$ cat config.mk
export PLATFORM = sky130hd
export DESIGN_NAME = psum_bank_resp
export DESIGN_NICKNAME = d
export VERILOG_FILES = /design/src/rtl/psum_bank_resp.sv
export SDC_FILE = /design/constraint.sdc
export NUM_CORES = 1
export LEC_CHECK = 0
export CORE_AREA = 3 3 93 95
export CTS_CLUSTER_DIAMETER = 60
export CTS_CLUSTER_SIZE = 24
export DETAILED_ROUTE_END_ITERATION = 10
export DIE_AREA = 0 0 96 98
export MAX_ROUTING_LAYER = met4
export SLEW_MARGIN = 20
export SYNTH_ARGS = -nofsm -noshare
export SYNTH_HDL_FRONTEND = slang
export SYNTH_SLANG_ARGS = --single-unit
$ cat constraint.sdc
create_clock -name clk -period 9.2 [get_ports clk]
set_input_delay 2.76 -clock clk [delete_from_list [all_inputs] [get_ports clk]]
set_output_delay 2.76 -clock clk [all_outputs]
set_load 0.01 [all_outputs]
$ cat src/rtl/psum_bank_resp.sv
// PSUM bank responder: accumulates NUM_CONTRIB saturating MAC partial sums,
// then hands the finished sum downstream and reports idleness to the arbiter.
//
// Ports:
//   clk, rst          clock, synchronous active-high reset
//   PEBPSUM_Flush     abort current PSUM, return to IDLE
//   ARBPSUM_fnh       arbiter flag: 0 = bank open, 1 = no more assignment
//   PSUMARB_empty     bank idle and free
//   MACPSUM_Val/Dat/Rdy  incoming partial sums (valid/ready)
//   PSUMGB_Val/Dat/Rdy   finished sum downstream (valid/ready)
//   PSUMGB_Sat        finished sum saturated at least once
//   PSUMPEB_Cnt       contributions accepted so far
module psum_bank_resp #(
  parameter int PSUM_WIDTH  = 24,
  parameter int NUM_CONTRIB = 9,
  parameter int CNT_WIDTH   = 4
) (
  input  logic                  clk,
  input  logic                  rst,
  input  logic                  PEBPSUM_Flush,
  input  logic                  ARBPSUM_fnh,
  output logic                  PSUMARB_empty,
  input  logic                  MACPSUM_Val,
  input  logic [PSUM_WIDTH-1:0] MACPSUM_Dat,
  output logic                  MACPSUM_Rdy,
  output logic                  PSUMGB_Val,
  output logic [PSUM_WIDTH-1:0] PSUMGB_Dat,
  input  logic                  PSUMGB_Rdy,
  output logic                  PSUMGB_Sat,
  output logic [CNT_WIDTH-1:0]  PSUMPEB_Cnt
);

  typedef enum logic [1:0] {
    IDLE = 2'd0,
    ACC  = 2'd1,
    OUT  = 2'd2
  } state_t;

  localparam logic [PSUM_WIDTH-1:0] MAXV =
    {1'b0, {(PSUM_WIDTH-1){1'b1}}};
  localparam logic [PSUM_WIDTH-1:0] MINV =
    {1'b1, {(PSUM_WIDTH-1){1'b0}}};
  localparam logic [CNT_WIDTH-1:0] LAST =
    CNT_WIDTH'(NUM_CONTRIB - 1);

  state_t                state_q;
  logic [PSUM_WIDTH-1:0] acc_q;
  logic [CNT_WIDTH-1:0]  cnt_q;
  logic                  sat_q;
  logic                  empty_q;
  logic                  mrdy_q;
  logic                  val_q;

  logic [PSUM_WIDTH:0]   sum_d;
  logic                  clamp_d;
  logic [PSUM_WIDTH-1:0] acc_d;
  logic                  last_d;

  // One extra bit of headroom; overflow shows as a mismatch
  // between the two top bits, the top bit giving the direction.
  assign sum_d = {acc_q[PSUM_WIDTH-1], acc_q}
               + {MACPSUM_Dat[PSUM_WIDTH-1], MACPSUM_Dat};
  assign clamp_d = sum_d[PSUM_WIDTH] ^ sum_d[PSUM_WIDTH-1];
  assign acc_d = clamp_d
               ? (sum_d[PSUM_WIDTH] ? MINV : MAXV)
               : sum_d[PSUM_WIDTH-1:0];
  assign last_d = (cnt_q == LAST);

  always_ff @(posedge clk) begin
    if (rst || PEBPSUM_Flush) begin
      state_q <= IDLE;
      acc_q   <= '0;
      cnt_q   <= '0;
      sat_q   <= 1'b0;
      empty_q <= 1'b1;
      mrdy_q  <= 1'b0;
      val_q   <= 1'b0;
    end else begin
      unique case (state_q)
        IDLE: begin
          if (!ARBPSUM_fnh) begin
            state_q <= ACC;
            acc_q   <= '0;
            cnt_q   <= '0;
            sat_q   <= 1'b0;
            empty_q <= 1'b0;
            mrdy_q  <= 1'b1;
          end
        end
        ACC: begin
          if (MACPSUM_Val && mrdy_q) begin
            acc_q <= acc_d;
            cnt_q <= cnt_q + 1'b1;
            sat_q <= sat_q | clamp_d;
            if (last_d) begin
              state_q <= OUT;
              mrdy_q  <= 1'b0;
              val_q   <= 1'b1;
            end
          end
        end
        OUT: begin
          if (PSUMGB_Rdy) begin
            state_q <= IDLE;
            acc_q   <= '0;
            cnt_q   <= '0;
            sat_q   <= 1'b0;
            empty_q <= 1'b1;
            val_q   <= 1'b0;
          end
        end
        default: begin
          state_q <= IDLE;
          acc_q   <= '0;
          cnt_q   <= '0;
          sat_q   <= 1'b0;
          empty_q <= 1'b1;
          mrdy_q  <= 1'b0;
          val_q   <= 1'b0;
        end
      endcase
    end
  end

  assign PSUMARB_empty = empty_q;
  assign MACPSUM_Rdy   = mrdy_q;
  assign PSUMGB_Val    = val_q;
  assign PSUMGB_Dat    = acc_q;
  assign PSUMGB_Sat    = sat_q;
  assign PSUMPEB_Cnt   = cnt_q;

endmodule

==> report_table.html, run 1 <==
<table>
<tr><th>Metric</th><th>Value</th></tr>
<tr><th colspan="2">Run status</th></tr>
<tr><td>Result of the run</td><td>completed</td></tr>
<tr><th colspan="2">Pwr</th></tr>
<tr><td>Combinational share of power</td><td>0.115</td></tr>
<tr><td>Tot Pwr</td><td>359 uW</td></tr>
<tr><td>Maximum vdd drop</td><td>0.0000570 V</td></tr>
<tr><td>Switching part of the total</td><td>0.224</td></tr>
<tr><td>Power Density</td><td>112 nW/um^2</td></tr>
<tr><td>Sequential share of power</td><td>0.414</td></tr>
<tr><td>Switch Pwr</td><td>about 80 uW</td></tr>
<tr><td>Static power due to leakage</td><td>about 0.0013 uW</td></tr>
<tr><td>Clock Power Share</td><td>0.471</td></tr>
<tr><td>Power Internal</td><td>between 200 and 300 uW</td></tr>
<tr><th colspan="2">Worst setup path</th></tr>
<tr><td>WS Path Type</td><td>in2reg</td></tr>
<tr><td>CP startpoint kind</td><td>input pin</td></tr>
<tr><td>Endpoint of the worst register-to-register path</td><td>PSUMGB_Dat[22]$_SDFFE_PP0P_</td></tr>
<tr><td>Maximum cell stage delay along the critical path</td><td>0.46 ns</td></tr>
<tr><td>Beginning of the worst register-to-register path</td><td>PSUMGB_Dat[0]$_SDFFE_PP0P_</td></tr>
<tr><td>Crit path DAT</td><td>between 6 and 7 ns</td></tr>
<tr><td>Required time at the worst-slack endpoint</td><td>roughly 9.4 ns</td></tr>
<tr><td>Maximum fanout along the worst path</td><td>24</td></tr>
<tr><td>Cell depth of the worst flop-to-flop path</td><td>12</td></tr>
<tr><td>Cell family with most CP delay</td><td>compound AO/OA/AOI/OAI gates</td></tr>
<tr><td>Critical path buffers and inverters</td><td>2</td></tr>
<tr><td>Worst Setup End Kind</td><td>register</td></tr>
<tr><td>Ordered cell list for the critical path</td><td>clkdlybuf4s50_1 -&gt; ha_1 -&gt; fa_1 -&gt; a211oi_1 -&gt; o211ai_1 -&gt; a22o_1 -&gt; a21oi_1 -&gt; nor4_1 -&gt; nor4b_1 -&gt; a221oi_2 -&gt; buf_4 -&gt; a21boi_4 -&gt; a221o_1</td></tr>
<tr><td>Reg2reg setup slack</td><td>5.55 ns</td></tr>
<tr><td>Worst-path cell with the longest stage delay</td><td>sky130_fd_sc_hd__nor4b_1</td></tr>
<tr><th colspan="2">CTS</th></tr>
<tr><td>Number of clock sinks</td><td>34</td></tr>
<tr><td>Post-CTS setup buffer count</td><td>0</td></tr>
<tr><td>Worst skew pair latency</td><td>about 0.29 ns</td></tr>
<tr><td>CTS-repair resized insts</td><td>0</td></tr>
<tr><td>Clock Tree Root</td><td>sky130_fd_sc_hd__clkbuf_8</td></tr>
<tr><td>Clock tree from TritonCTS</td><td>yes</td></tr>
<tr><td>Post-CTS Hold Fix Bufs</td><td>0</td></tr>
<tr><td>Clock input transition at the sequential cells of the worst setup and hold paths</td><td>0.07 ns</td></tr>
<tr><td>CTS Buf Count</td><td>5</td></tr>
<tr><td>Number of buffers on the longest clock path</td><td>2</td></tr>
<tr><td>Level count of the clock H-tree</td><td>2</td></tr>
<tr><th colspan="2">Worst hold path</th></tr>
<tr><td>Hold-critical path depth</td><td>2</td></tr>
<tr><td>Worst hold endpoint</td><td>PSUMGB_Val$_SDFFE_PP0P_</td></tr>
<tr><td>Worst Min Path Start</td><td>PSUMGB_Val$_SDFFE_PP0P_</td></tr>
<tr><td>Tightest Hold Check Type</td><td>reg2reg</td></tr>
<tr><th colspan="2">Synth</th></tr>
<tr><td>Seq/Total Area, Yosys</td><td>0.288</td></tr>
<tr><td>Cell with the most instances after synthesis</td><td>sky130_fd_sc_hd__dfxtp_1</td></tr>
<tr><td>Cells taking the most area after synthesis</td><td>sky130_fd_sc_hd__dfxtp_1 (29%), sky130_fd_sc_hd__ha_1 (14%), sky130_fd_sc_hd__a221o_1 (9.7%)</td></tr>
<tr><td>Number of warning messages in the yosys log</td><td>0</td></tr>
<tr><td>Number of enable flip-flop cells after synthesis</td><td>0</td></tr>
<tr><td>Post-synthesis instance area</td><td>between 2000 and 2500 um^2</td></tr>
<tr><td>Avg Inst Size Synth</td><td>between 9 and 10 um^2</td></tr>
<tr><td>Unique cell type count in the Yosys netlist</td><td>50</td></tr>
<tr><td>Cell type contributing the most total cell area after synthesis</td><td>sky130_fd_sc_hd__dfxtp_1</td></tr>
<tr><td>Number of register bits inferred by synthesis</td><td>34</td></tr>
<tr><td>Gate count after technology mapping</td><td>between 200 and 300</td></tr>
<tr><td>Dominant synthesized flop cell</td><td>sky130_fd_sc_hd__dfxtp_1</td></tr>
<tr><td>Area share of the largest cell type after synthesis</td><td>0.288</td></tr>
<tr><td>Post-Synthesis Net Count</td><td>between 300 and 400</td></tr>
<tr><td>Async set-reset flop share out of synthesis</td><td>0</td></tr>
<tr><td>Leading post-synthesis cells by instance count</td><td>sky130_fd_sc_hd__dfxtp_1 (34), sky130_fd_sc_hd__ha_1 (26), sky130_fd_sc_hd__a21oi_1 (25)</td></tr>
<tr><th colspan="2">STA</th></tr>
<tr><td>Final Cycle Share</td><td>0.675</td></tr>
<tr><td>Max-slew violation count</td><td>0</td></tr>
<tr><td>Worst rel slew slack</td><td>0.575</td></tr>
<tr><td>Final hold viol count</td><td>0</td></tr>
<tr><td>Actual transition at the worst max-transition pin</td><td>roughly 0.64 ns</td></tr>
<tr><td>Final setup vio count</td><td>0</td></tr>
<tr><td>Tmin final</td><td>6.21 ns</td></tr>
<tr><td>Min Hold Slack</td><td>0.479 ns</td></tr>
<tr><td>RSZ-0062 raised after global routing</td><td>false</td></tr>
<tr><td>Setup TNS</td><td>0 ns</td></tr>
<tr><td>Maximum clock frequency</td><td>161 MHz</td></tr>
<tr><td>Largest clock skew in the final design</td><td>~0.0066 ns</td></tr>
<tr><td>Final worst setup slack</td><td>2.99 ns</td></tr>
<tr><th colspan="2">Drt</th></tr>
<tr><td>Vias</td><td>2,148</td></tr>
<tr><td>Routed wirelength normalized by instance count</td><td>around 14 um</td></tr>
<tr><td>Number of optimization iterations in the first detailed-route pass</td><td>4</td></tr>
<tr><td>DR vias/cell</td><td>between 5 and 6</td></tr>
<tr><td>Total length of routed met3 wires</td><td>330 um</td></tr>
<tr><td>First-iteration detailed-routing DRC count</td><td>between 100 and 150</td></tr>
<tr><td>Highest Signal Layer</td><td>met4</td></tr>
<tr><td>Remaining routing DRC violations</td><td>0</td></tr>
<tr><td>Sum of routed wire segments on met1</td><td>between 2 and 3 mm</td></tr>
<tr><td>Wire length on met2</td><td>roughly 2.6 mm</td></tr>
<tr><td>Number of antenna-violating nets in the routed design</td><td>0</td></tr>
<tr><td>Drt total wl</td><td>5.84 mm</td></tr>
<tr><th colspan="2">GRT</th></tr>
<tr><td>GRT Resource Usage Total</td><td>0.134</td></tr>
<tr><td>Pin count of the biggest net entering global routing</td><td>25</td></tr>
<tr><td>Number of antenna violations at the first check in global routing</td><td>0</td></tr>
<tr><td>Global-route wire length before repair</td><td>just under 10 mm</td></tr>
<tr><td>Gr ovfl total</td><td>0</td></tr>
<tr><td>Vias in the first global route</td><td>2,076</td></tr>
<tr><th colspan="2">Finish</th></tr>
<tr><td>Diodes inserted</td><td>0</td></tr>
<tr><td>Share of layout cells above drive strength 1</td><td>0.0594</td></tr>
<tr><td>Post-synthesis to final-layout area growth</td><td>35.2%</td></tr>
<tr><td>Number of nets at the end of the flow</td><td>between 300 and 400</td></tr>
<tr><th colspan="2">Floorplan</th></tr>
<tr><td>Ports</td><td>62</td></tr>
<tr><td>Die outline area</td><td>9410 um^2</td></tr>
<tr><td>Die Wd</td><td>about 96 um</td></tr>
<tr><td>Effective utilization at floorplan</td><td>0.303</td></tr>
<tr><td>Height of the chip</td><td>98 um</td></tr>
<tr><td>Area of the core</td><td>between 7000 and 8000 um^2</td></tr>
<tr><td>Rows</td><td>32</td></tr>
<tr><th colspan="2">Placement</th></tr>
<tr><td>Gp weighted congestion</td><td>between 0.8 and 0.9</td></tr>
<tr><td>Count of input and output buffers</td><td>61</td></tr>
<tr><td>Detailed placement HPWL</td><td>4.49 mm</td></tr>
<tr><td>Place WS</td><td>approximately 2.7 ns</td></tr>
<tr><th colspan="2">Run</th></tr>
<tr><td>Max Cap Violations</td><td>0</td></tr>
</table>
[registers in the layout, summed over array words and instances, names as in the netlist]
register       count
MACPSUM_Rdy        1
PSUMARB_empty      1
PSUMGB_Dat        24
PSUMGB_Sat         1
PSUMGB_Val         1
PSUMPEB_Cnt        4
state_q            2
[per-stage QoR]
| stage | cells | util | instance area (um^2) |
|---|---|---|---|
| after detailed placement | 414 | 0.392 | 3060 |
| final | 422 | 0.409 | 3200 |
| after global placement | 414 | 0.392 | 3060 |
| after floorplan | 256 | - | 2360 |
| after CTS | 422 | 0.409 | 3200 |
| after global routing | 422 | 0.409 | 3200 |
[routing by layer]
| layer | vias up | GRT usage |
|---|---|---|
| li1 | 1117 | - |
| met1 | 974 | 0.180 |
| met2 | 50 | 0.196 |
| met3 | 7 | 0.0331 |
| met4 | 0 | 0.0383 |
| met5 | - | - |
[worst max-delay path by stage]
| stage | startpoint | to | slack, ns | cells past startpoint |
|---|---|---|---|---|
| after global placement | MACPSUM_Dat[0] | PSUMGB_Dat[13]$_SDFFE_PP0P_ | 2.70 | 13 |
| after CTS | MACPSUM_Dat[0] | PSUMGB_Dat[22]$_SDFFE_PP0P_ | 2.99 | 13 |
| final | MACPSUM_Dat[0] | PSUMGB_Dat[22]$_SDFFE_PP0P_ | 2.99 | 13 |
| after floorplan | MACPSUM_Dat[0] | PSUMGB_Dat[16]$_SDFFE_PP0P_ | 3.71 | 12 |
| after global routing | MACPSUM_Dat[0] | PSUMGB_Dat[22]$_SDFFE_PP0P_ | 2.74 | 13 |
| after detailed placement | MACPSUM_Dat[0] | PSUMGB_Dat[5]$_SDFFE_PP0P_ | 2.67 | 13 |
[power groups by stage]
stage	Combinational [uW]	Sequential [uW]	Clock (uW)
4_1_cts	41.5	149	172
5_1_grt	46.0	149	178
3_5_place_dp	41.2	152	0
6_report	41.3	149	169
2_1_floorplan	21.9	152	0
3_3_place_gp	41.3	152	0
[logic make-up after synthesis]
family	after synthesis	share of synthesized area
adders and majority gates	27	0.146
xor gates and xnor gates	22	0.0815
buffers and inverters	10	0.0296
AOI/OAI and AO/OA	100	0.330
DFF	34	0.288
and+or+nand+nor	63	0.125
[worst reg2reg max path: cells and delay by family (launching register included)]
family | cells | cell delay [ns]
fa+ha+maj | 2 | 0.66
compound gates | 7 | 1.68
buf+inv | 1 | 0.24
simple gates | 2 | 0.61
flops | 1 | 0.34
[placed cells by master (no fill, tap or decap), types with 4 or more instances in the layout]
master / netlist / final
sky130_fd_sc_hd__o21a_1: 5 / 5
sky130_fd_sc_hd__xor2_1: 10 / 10
sky130_fd_sc_hd__ha_1: 26 / 26
sky130_fd_sc_hd__nor2b_1: 6 / 6
sky130_fd_sc_hd__a211oi_1: 4 / 4
sky130_fd_sc_hd__o21ai_0: 9 / 9
sky130_fd_sc_hd__clkbuf_8: 0 / 5
sky130_fd_sc_hd__nand2_1: 20 / 20
sky130_fd_sc_hd__dfxtp_1: 34 / 34
sky130_fd_sc_hd__a21oi_1: 25 / 25
sky130_fd_sc_hd__clkdlybuf4s50_1: 0 / 61
sky130_fd_sc_hd__a221o_1: 23 / 23
sky130_fd_sc_hd__xnor2_1: 12 / 12
sky130_fd_sc_hd__a21o_1: 8 / 8
sky130_fd_sc_hd__nand3_1: 5 / 5
sky130_fd_sc_hd__nor2_1: 17 / 17
[area by class of cell]
class                      instances  area (um^2)
fill                             793         4610
multi-input combinational        212         1610
sequential                        34          681
timing repair buffer              63          626
tap                              102          128
clock buffer                       5         68.8
clock inverter                     3         68.8
inverter                           3         11.3
No activity file was read; power rests on OpenSTA's default activity.
==> run 2, diff against run 1 <==
clock period = 6.4 ns   (was 9.2 ns; I/O delays follow)
==> run 2 against run 1 <==
Wire length up 2.4%; combinational power up 45%; power up 21%; clock skew down 0.0012 ns; sequential share of layout area up 0.37 points; worst hold slack better by 0.0030 ns; final area down 1.7%; highest routed layer unchanged.
==> report_table.html, run 2 (synthesized netlist as in run 1, its figures left out) <==
<table>
<tr><th>Metric</th><th>Value</th></tr>
<tr><th colspan="2">Run status</th></tr>
<tr><td>Result of the run</td><td>completed</td></tr>
<tr><th colspan="2">STA</th></tr>
<tr><td>Final worst setup slack</td><td>between 1 and 1.5 ns</td></tr>
<tr><td>Final Cycle Share</td><td>0.829</td></tr>
<tr><td>RSZ-0062 raised after global routing</td><td>false</td></tr>
<tr><td>Final hold viol count</td><td>0</td></tr>
<tr><td>Final setup vio count</td><td>0</td></tr>
<tr><td>Actual transition at the worst max-transition pin</td><td>around 0.66 ns</td></tr>
<tr><td>Setup TNS</td><td>0 ns</td></tr>
<tr><td>Largest clock skew in the final design</td><td>approximately 0.0054 ns</td></tr>
<tr><td>Tmin final</td><td>5.31 ns</td></tr>
<tr><td>Max-slew violation count</td><td>0</td></tr>
<tr><td>Worst rel slew slack</td><td>0.558</td></tr>
<tr><td>Maximum clock frequency</td><td>approximately 190 MHz</td></tr>
<tr><th colspan="2">Drt</th></tr>
<tr><td>First-iteration detailed-routing DRC count</td><td>92</td></tr>
<tr><td>Vias</td><td>~2,200</td></tr>
<tr><td>Remaining routing DRC violations</td><td>0</td></tr>
<tr><td>Number of optimization iterations in the first detailed-route pass</td><td>6</td></tr>
<tr><td>Drt total wl</td><td>5.99 mm</td></tr>
<tr><td>Routed wirelength normalized by instance count</td><td>about 14 um</td></tr>
<tr><td>DR vias/cell</td><td>5.15</td></tr>
<tr><td>Number of antenna-violating nets in the routed design</td><td>0</td></tr>
<tr><th colspan="2">Floorplan</th></tr>
<tr><td>Die outline area</td><td>approximately 9400 um^2</td></tr>
<tr><td>Effective utilization at floorplan</td><td>0.303</td></tr>
<tr><td>Rows</td><td>32</td></tr>
<tr><td>Die Wd</td><td>around 96 um</td></tr>
<tr><td>Area of the core</td><td>slightly below 8000 um^2</td></tr>
<tr><td>Ports</td><td>62</td></tr>
<tr><td>Height of the chip</td><td>about 98 um</td></tr>
<tr><th colspan="2">Finish</th></tr>
<tr><td>Fin util</td><td>0.402</td></tr>
<tr><td>Number of flip-flops under the largest register name</td><td>24</td></tr>
<tr><td>Most frequent standard cell in the layout excluding fill and tap cells</td><td>sky130_fd_sc_hd__clkdlybuf4s50_1</td></tr>
<tr><td>Share of layout cells above drive strength 1</td><td>0.0535</td></tr>
<tr><td>Diodes inserted</td><td>0</td></tr>
<tr><td>Most frequent cells in the layout</td><td>sky130_fd_sc_hd__clkdlybuf4s50_1 (61), sky130_fd_sc_hd__dfxtp_1 (34), sky130_fd_sc_hd__ha_1 (26), sky130_fd_sc_hd__a21oi_1 (25), sky130_fd_sc_hd__a221o_1 (23)</td></tr>
<tr><td># fillers</td><td>between 800 and 900</td></tr>
<tr><td>Area of all sequential standard cells</td><td>around 680 um^2</td></tr>
<tr><td>Final Cell Area</td><td>around 3100 um^2</td></tr>
<tr><td>Post-synthesis to final-layout area growth</td><td>32.9%</td></tr>
<tr><td>Number of nets at the end of the flow</td><td>between 300 and 400</td></tr>
<tr><td>Multi-input combinational cell area</td><td>between 1500 and 2000 um^2</td></tr>
<tr><th colspan="2">Worst setup path</th></tr>
<tr><td>CP startpoint kind</td><td>input pin</td></tr>
<tr><td>Maximum fanout along the worst path</td><td>23</td></tr>
<tr><td>Worst Setup End Kind</td><td>register</td></tr>
<tr><td>WS Path Type</td><td>in2reg</td></tr>
<tr><td>Required time at the worst-slack endpoint</td><td>approximately 6.6 ns</td></tr>
<tr><td>Reg2reg setup slack</td><td>around 2.8 ns</td></tr>
<tr><td>Crit path DAT</td><td>~5.5 ns</td></tr>
<tr><th colspan="2">Pwr</th></tr>
<tr><td>Power Density</td><td>around 140 nW/um^2</td></tr>
<tr><td>Tot Pwr</td><td>435 uW</td></tr>
<tr><td>Sequential share of power</td><td>0.491</td></tr>
<tr><td>Static power due to leakage</td><td>0.00131 uW</td></tr>
<tr><td>Combinational share of power</td><td>0.138</td></tr>
<tr><td>Switching part of the total</td><td>0.248</td></tr>
<tr><td>Switch Pwr</td><td>between 100 and 150 uW</td></tr>
<tr><td>Power Internal</td><td>around 330 uW</td></tr>
<tr><td>Maximum vdd drop</td><td>about 0.000063 V</td></tr>
<tr><td>Clock Power Share</td><td>0.371</td></tr>
<tr><th colspan="2">CTS</th></tr>
<tr><td>Number of clock sinks</td><td>34</td></tr>
<tr><td>Post-CTS Hold Fix Bufs</td><td>0</td></tr>
<tr><td>Number of buffers on the longest clock path</td><td>2</td></tr>
<tr><td>CTS-repair resized insts</td><td>0</td></tr>
<tr><td>Clock tree from TritonCTS</td><td>yes</td></tr>
<tr><td>Clock input transition at the sequential cells of the worst setup and hold paths</td><td>0.07 ns</td></tr>
<tr><td>CTS Buf Count</td><td>5</td></tr>
<tr><td>Clock Tree Root</td><td>sky130_fd_sc_hd__clkbuf_8</td></tr>
<tr><td>Post-CTS setup buffer count</td><td>0</td></tr>
<tr><td>Level count of the clock H-tree</td><td>2</td></tr>
<tr><td>Worst skew pair latency</td><td>just under 0.3 ns</td></tr>
<tr><th colspan="2">Placement</th></tr>
<tr><td>Gp weighted congestion</td><td>0.847</td></tr>
<tr><td>Place WS</td><td>around 0.8 ns</td></tr>
<tr><td>Instance area after placement</td><td>3060 um^2</td></tr>
<tr><td>Detailed placement HPWL</td><td>between 4 and 5 mm</td></tr>
<tr><td>Count of input and output buffers</td><td>~60</td></tr>
<tr><th colspan="2">GRT</th></tr>
<tr><td>GRT Resource Usage Total</td><td>0.134</td></tr>
<tr><td>Vias in the first global route</td><td>~2,200</td></tr>
<tr><td>Pin count of the biggest net entering global routing</td><td>24</td></tr>
<tr><td>Gr ovfl total</td><td>0</td></tr>
<tr><td>Global-route wire length before repair</td><td>around 10 mm</td></tr>
<tr><td>Number of antenna violations at the first check in global routing</td><td>0</td></tr>
<tr><th colspan="2">Worst hold path</th></tr>
<tr><td>Tightest Hold Check Type</td><td>reg2reg</td></tr>
<tr><th colspan="2">Run</th></tr>
<tr><td>Max Cap Violations</td><td>0</td></tr>
</table>
[run 2: cell types whose count changed in the layout (fill, tap and decap cells not counted)]
cell	delta
sky130_fd_sc_hd__bufinv_16	-2
sky130_fd_sc_hd__clkbuf_8	+1
sky130_fd_sc_hd__clkinv_4	-1
[run 2: routing by layer]
layer	part of all wire	up-vias	global-route usage
met5	0	-	-
met3	0.051	9	0.0339
met4	0.015	0	0.0405
met2	0.45	51	0.200
li1	-	1116	-
met1	0.49	985	0.178
[run 2: through the flow]
step / hold slack, ns / std cells
after floorplan: 0.492 / 256
after CTS: 0.495 / 420
final: 0.482 / 420
after detailed placement: 0.484 / 414
after global routing: 0.517 / 420
after global placement: 0.472 / 414
[run 2: power by group through the flow]
| stage | sequential [uW] | combinational (uW) | clock [uW] |
|---|---|---|---|
| 2_1_floorplan | 219 | 31.5 | 0 |
| 3_3_place_gp | 219 | 59.5 | 0 |
| 3_5_place_dp | 219 | 59.8 | 0 |
| 4_1_cts | 214 | 60.2 | 165 |
| 5_1_grt | 214 | 66.2 | 179 |
| 6_report | 214 | 60.0 | 162 |
[run 2: worst paths after layout]
path	startpoint	end	cells past startpoint
hold / removal	PSUMGB_Val$_SDFFE_PP0P_	PSUMGB_Val$_SDFFE_PP0P_	2
setup reg to reg	PSUMGB_Dat[0]$_SDFFE_PP0P_	PSUMGB_Dat[20]$_SDFFE_PP0P_	11
hold reg to reg	PSUMGB_Val$_SDFFE_PP0P_	PSUMGB_Val$_SDFFE_PP0P_	2
setup / recovery	MACPSUM_Dat[0]	PSUMGB_Dat[20]$_SDFFE_PP0P_	12
[run 2: final cells by class]
type                            count  share of cell area
Clock buffer                        6              0.0263
Inverter                            3             0.00358
Tap cell                          102              0.0406
Timing Repair Buffer               63               0.199
Sequential cell                    34               0.217
Multi-Input combinational cell    212               0.514
[run 2: worst max-delay path, stage by stage]
cell and delay [ns]:
sky130_fd_sc_hd__clkdlybuf4s50_1 0.42, sky130_fd_sc_hd__ha_1 0.24, sky130_fd_sc_hd__fa_1 0.43, sky130_fd_sc_hd__a211oi_1 0.33
sky130_fd_sc_hd__o211ai_1 0.14, sky130_fd_sc_hd__a22o_1 0.27, sky130_fd_sc_hd__a21oi_1 0.27, sky130_fd_sc_hd__nor4_1 0.13
sky130_fd_sc_hd__o21a_1 0.21, sky130_fd_sc_hd__or3_1 0.38, sky130_fd_sc_hd__a21boi_4 0.57, sky130_fd_sc_hd__a221o_1 0.20
